$ cat config.mk
export PLATFORM = sky130hd
export DESIGN_NAME = icache
export DESIGN_NICKNAME = d
export VERILOG_FILES = /design/src/rtl/icache_pkg.sv /design/src/rtl/icache_array.sv /design/src/rtl/icache.sv
export SDC_FILE = /design/constraint.sdc
export NUM_CORES = 2
export LEC_CHECK = 0
export BUFFER_PORTS_ARGS = -buffer_cell sky130_fd_sc_hd__clkbuf_2
export CORE_ASPECT_RATIO = 0.9
export CORE_MARGIN = 1
export CORE_UTILIZATION = 60
export CTS_BUF_LIST = sky130_fd_sc_hd__clkbuf_8
export DETAILED_ROUTE_END_ITERATION = 8
export PLACE_DENSITY = 0.85
export SLEW_MARGIN = 20
export SYNTH_ARGS = -nofsm -noshare
export SYNTH_HDL_FRONTEND = slang
export SYNTH_SLANG_ARGS = --single-unit
$ cat constraint.sdc
create_clock -name clk -period 5.8 [get_ports clk]
set_input_delay 0.58 -clock clk [delete_from_list [all_inputs] [get_ports clk]]
set_output_delay 0.58 -clock clk [all_outputs]
set_load 0.01 [all_outputs]
$ cat src/rtl/icache_pkg.sv
`default_nettype none
// icache_pkg: shared state encoding and default geometry for the instruction cache.
// Revision: 1.0
package icache_pkg;

  typedef enum logic {
    IC_IDLE = 1'b0,
    IC_MISS = 1'b1
  } ic_state_t;

  localparam int ICACHE_INDEX_BITS = 6;

endpackage
`default_nettype wire

$ cat src/rtl/icache_array.sv
`default_nettype none
// icache_array: valid/tag/data storage, async read port, sync write port, valid cleared on rst.
// Revision: 1.0
module icache_array
  import icache_pkg::*;
#(
  parameter int INDEX_BITS = ICACHE_INDEX_BITS,
  parameter int TAG_BITS   = 30 - INDEX_BITS
) (
  input  logic                  clk,
  input  logic                  rst,
  input  logic [INDEX_BITS-1:0] rd_index,
  output logic                  rd_valid,
  output logic [TAG_BITS-1:0]   rd_tag,
  output logic [31:0]           rd_data,
  input  logic                  we,
  input  logic [INDEX_BITS-1:0] wr_index,
  input  logic [TAG_BITS-1:0]   wr_tag,
  input  logic [31:0]           wr_data
);

  localparam int LINES = 1 << INDEX_BITS;

  logic [LINES-1:0]    valid;
  logic [TAG_BITS-1:0] tag_mem  [LINES];
  logic [31:0]         data_mem [LINES];

  always_ff @(posedge clk) begin
    if (rst) begin
      valid <= '0;
    end else if (we) begin
      valid[wr_index] <= 1'b1;
    end
  end

  // Tag/data need no reset: they are never trusted while the line is invalid.
  always_ff @(posedge clk) begin
    if (we) begin
      tag_mem[wr_index]  <= wr_tag;
      data_mem[wr_index] <= wr_data;
    end
  end

  assign rd_valid = valid[rd_index];
  assign rd_tag   = tag_mem[rd_index];
  assign rd_data  = data_mem[rd_index];

endmodule
`default_nettype wire

$ cat src/rtl/icache.sv
`default_nettype none
// icache: direct-mapped, one-word-per-line instruction cache (FSM, hit compare, output registers).
// Revision: 1.0
module icache
  import icache_pkg::*;
#(
  parameter int INDEX_BITS = ICACHE_INDEX_BITS
) (
  input  logic        clk,
  input  logic        rst,
  input  logic        rdy,
  input  logic        fetch_en,
  input  logic [31:0] fetch_pc,
  input  logic        clear,
  output logic        fetch_hit,
  output logic [31:0] fetch_inst,
  output logic        inst_miss,
  output logic [31:0] miss_pc,
  input  logic        mem_inst_rdy,
  input  logic [31:0] mem_inst
);

  localparam int TAG_BITS = 30 - INDEX_BITS;

  ic_state_t state, state_next;

  logic                  fetch_hit_next;
  logic [31:0]           fetch_inst_next;
  logic                  inst_miss_next;
  logic [31:0]           miss_pc_next;
  logic                  fill;
  logic                  lookup_hit;
  logic                  accept;
  logic                  rd_valid;
  logic [TAG_BITS-1:0]   rd_tag;
  logic [31:0]           rd_data;
  logic [INDEX_BITS-1:0] fetch_index;
  logic [TAG_BITS-1:0]   fetch_tag;
  logic                  unused_pc_bits;

  assign fetch_index    = fetch_pc[INDEX_BITS+1:2];
  assign fetch_tag      = fetch_pc[31:INDEX_BITS+2];
  assign unused_pc_bits = ^fetch_pc[1:0];

  icache_array #(
    .INDEX_BITS (INDEX_BITS),
    .TAG_BITS   (TAG_BITS)
  ) u_array (
    .clk      (clk),
    .rst      (rst),
    .rd_index (fetch_index),
    .rd_valid (rd_valid),
    .rd_tag   (rd_tag),
    .rd_data  (rd_data),
    .we       (fill && rdy && !rst),
    .wr_index (miss_pc[INDEX_BITS+1:2]),
    .wr_tag   (miss_pc[31:INDEX_BITS+2]),
    .wr_data  (mem_inst)
  );

  assign lookup_hit = rd_valid && (rd_tag == fetch_tag);
  // fetch_hit=0 keeps a held PC from being answered a second time.
  assign accept     = fetch_en && !clear && !fetch_hit;

  always_comb begin
    state_next      = state;
    fetch_hit_next  = 1'b0;
    fetch_inst_next = fetch_inst;
    inst_miss_next  = inst_miss;
    miss_pc_next    = miss_pc;
    fill            = 1'b0;
    case (state)
      IC_IDLE: begin
        if (accept) begin
          if (lookup_hit) begin
            fetch_hit_next  = 1'b1;
            fetch_inst_next = rd_data;
          end else begin
            inst_miss_next = 1'b1;
            miss_pc_next   = {fetch_pc[31:2], 2'b00};
            state_next     = IC_MISS;
          end
        end
      end
      IC_MISS: begin
        // Data returned alongside a flush still belongs to miss_pc, so keep it.
        fill = mem_inst_rdy;
        if (clear) begin
          inst_miss_next = 1'b0;
          state_next     = IC_IDLE;
        end else if (mem_inst_rdy) begin
          fetch_hit_next  = 1'b1;
          fetch_inst_next = mem_inst;
          inst_miss_next  = 1'b0;
          state_next      = IC_IDLE;
        end
      end
      default: state_next = IC_IDLE;
    endcase
  end

  always_ff @(posedge clk) begin
    if (rst) begin
      state      <= IC_IDLE;
      fetch_hit  <= 1'b0;
      fetch_inst <= 32'h0;
      inst_miss  <= 1'b0;
      miss_pc    <= 32'h0;
    end else if (rdy) begin
      state      <= state_next;
      fetch_hit  <= fetch_hit_next;
      fetch_inst <= fetch_inst_next;
      inst_miss  <= inst_miss_next;
      miss_pc    <= miss_pc_next;
    end
  end

endmodule
`default_nettype wire
==> results.py <==
metrics = {
    "grt": {
        "grt_pass1_wl_um": 588000,
        "antenna_found_initial": 28,
        "grt_pass1_vias": 79500,
        "overflow": 0,
        "grt_usage_pct": 35.7,
        "grt_max_degree": 158,
    },
    "critical_path": {
        "r2r_slack_ns": 0.78,
        "setup.worst_path.start_class": "input port",
        "cp_data_arrival_time_ns": 6.14,
        "worstPathCellList": "buf_8 > buf_12 > mux2i_1 > a22oi_1 > a211oi_1 > nor4_1 > xor2_1 > nor3_1 > o2111a_1 > nand4_4 > and2_4 > a21oi_1 > dlygate4sd3_1",
        "worst_ep_required_time_ns": 6.86,
        "crit_type": "in2reg",
        "crit_path_end_kind": "register",
        "crit_fanout": 60,
        "slowest_stage": "nor3_1",
        "max_stage_delay_ns": 0.92,
    },
    "logic_synthesis": {
        "syn_area_um2": 143000,
        "synth_top_family_by_area": "multiplexers",
        "synth-compound-area-share_pct": 2.35,
        "synth_enable_flop_cells": 3584,
        "yosys.area_share.simple_pct": 2.07,
        "netlist.area_leader.share_pct": 75.2,
        "avgSynthCellArea_um2": 21.9,
        "synth-seq-cells": 3713,
        "synth_area_leaders": "edfxtp_1, mux4_2, mux2i_1",
        "synth_xor_xnor_area_share_pct": 0.0612,
        "yosysSeqAreaShare_pct": 77.1,
        "ys_warn_count": 0,
        "synth.mux.area_fraction_pct": 16.9,
        "synth_cell_types": 83,
        "synthArstFlopShare_pct": 0,
        "synthFlopType": "edfxtp_1",
        "synthAdderAreaFrac_pct": 0,
        "synth_top_area_cell": "edfxtp_1",
        "synthCells": 6518,
    },
    "floorplanning": {
        "chipWidth_um": 517,
        "die_area_um2": 240000,
        "num_rows": 169,
        "ios": 136,
        "initial_core_util_pct": 60.6,
        "die_h_um": 465,
        "core_um2": 236000,
    },
    "timing": {
        "fin_tns_setup_ns": 0,
        "finalSetupViolCount": 0,
        "tightest_slew_ns": 1.30,
        "hold_violations": 0,
        "max_clock_freq_mhz": 197,
        "period_needed_ns": 5.09,
        "setup_slack_ns": 0.713,
        "grt_setup_unrepaired": "false",
        "slew_headroom_pct": 13.0,
        "fin_skew_ns": 0.0967,
        "drv_slew": 0,
        "finalCritPeriodShare_pct": 87.7,
    },
    "finish": {
        "syn_to_final_growth_pct": 11.7,
        "final_common_cell": "edfxtp_1",
        "most-common-layout-cells": "edfxtp_1, mux4_2, clkbuf_8",
        "layout-drive-gt1-share_pct": 28.5,
        "nets": 7241,
    },
    "clock_network": {
        "insertion_delay_ns": 1.14,
        "cts_buffers": 579,
        "h-tree-depth": 6,
        "cts_tree": "done",
        "cts_num_sinks": 3713,
        "cts_root_buf": "clkbuf_8",
        "clkSlewWorstSetupHoldPaths_ns": 0.06,
        "cts_max_path_buffers": 4,
        "cts_resized": 0,
    },
    "power_and_ir_drop": {
        "p_leak_nw": 54.2,
        "p_total_mw": 52.0,
        "vdd_ir_drop_max_uv": 288,
        "power_density_nw_per_um2": 326,
    },
    "detailed_routing": {
        "route.detailed.drc": 0,
        "wl_um": 428000,
        "vias": 79400,
        "wl_per_cell_um": 39.7,
        "via_per_inst": 7.36,
        "drtAntennaViolNets": 0,
        "drt_iter0_drc": 15000,
        "drtPass1Iterations": 6,
    },
    "status": {
        "status": "finished clean",
    },
    "place": {
        "place.gp.congestion": 0.873,
        "hpwl_um": 219000,
        "dp_slack_ns": 0.465,
        "io_buffers": 131,
    },
    "flow_run": {
        "cap_viol_max_count": 0,
    },
    "min_path": {
        "hp-class": "in2reg",
    },
}
[critical path: cells and delay by family]
family | cells | cell delay [ns]
AOI/OAI and AO/OA | 4 | 1.33
xor gates and xnor gates | 1 | 0.18
muxes | 1 | 0.37
buffers and inverters | 3 | 1.43
and+or+nand+nor | 4 | 2.15
[sequential cells by signal, summed over array words and instances (netlist names)]
signal            count
inst_miss             1
u_array.data_mem   2048
u_array.valid        64
miss_pc              30
fetch_hit             1
state                 1
u_array.tag_mem    1536
fetch_inst           32
[worst paths after layout]
check | startpoint | endpoint | cells past startpoint
worst min register to register | fetch_inst[0] | fetch_inst[0] | 2
worst min-delay path | mem_inst[12] | u_array.data_mem[35][12] | 2
worst max-delay path | fetch_pc[3] | fetch_hit | 13
worst max register to register | u_array.tag_mem[19][6] | fetch_hit | 11
[metal layers]
| layer | share of wire (%) | vias to the layer above | global-route usage, % |
|---|---|---|---|
| met5 | 0.022 | - | 0 |
| met4 | 8.1 | 14 | 23.8 |
| met3 | 17 | 2309 | 12.3 |
| met2 | 46 | 9097 | 53.8 |
| met1 | 30 | 39200 | 44.1 |
| li1 | - | 28800 | - |
[power by group]
group          switching [mW]  internal (mW)  leakage, nW
logic                    1.42          0.925         12.4
clock network            10.2           10.1         6.01
registers              0.0537           29.3         35.8
[synthesized netlist by cell type, drive strengths merged, types with 14 or more instances]
cell type,instances
edfxtp,3584
mux4,899
mux2,19
buf,237
nor4,14
inv,38
mux2i,372
clkbuf,135
nand4,17
nor2b,28
a211oi,50
nor2,213
a21oi,110
o21ai,56
nand2,171
a22oi,116
nor3,20
nand3,97
dfxtp,129
o22ai,26
[metrics by stage]
| stage | util, % | cell area (um2) | instances | hold slack (ns) |
|---|---|---|---|---|
| 2_1_floorplan | - | 143000 | 6519 | 0.435 |
| 3_3_place_gp | 63.0 | 149000 | 9699 | 0.444 |
| 3_5_place_dp | 63.0 | 149000 | 9700 | 0.464 |
| 4_1_cts | 67.6 | 160000 | 10800 | 0.0122 |
| 5_1_grt | 67.6 | 160000 | 10800 | 0.0491 |
| 6_report | 67.6 | 160000 | 10800 | 0.0935 |
[cell families (layout without fill, tap and decap cells)]
group                     after synthesis  after routing
DFF                                  3713           3713
muxes                                1290           1290
and+or+nand+nor                       626            626
AOI/OAI and AO/OA                     468            468
buffers and inverters                 410           1487
xor gates and xnor gates               10             10
other                                   1             24
[what timing repair did]
item,CTS,global route
endpoints found under the hold margin,35,30
buffers inserted,0,0
hold buffers,48,2
[area by class of cell]
class | instances | area [um2]
antenna | 22 | 55.1
clock buffer | 618 | 8510
clock inverter | 388 | 1820
fill | 13000 | 76400
inverter | 38 | 143
multi-input combinational | 2396 | 31100
sequential | 3713 | 110000
tap | 3163 | 3960
timing repair buffer | 443 | 3910
Power figures use the tool's default switching activity.
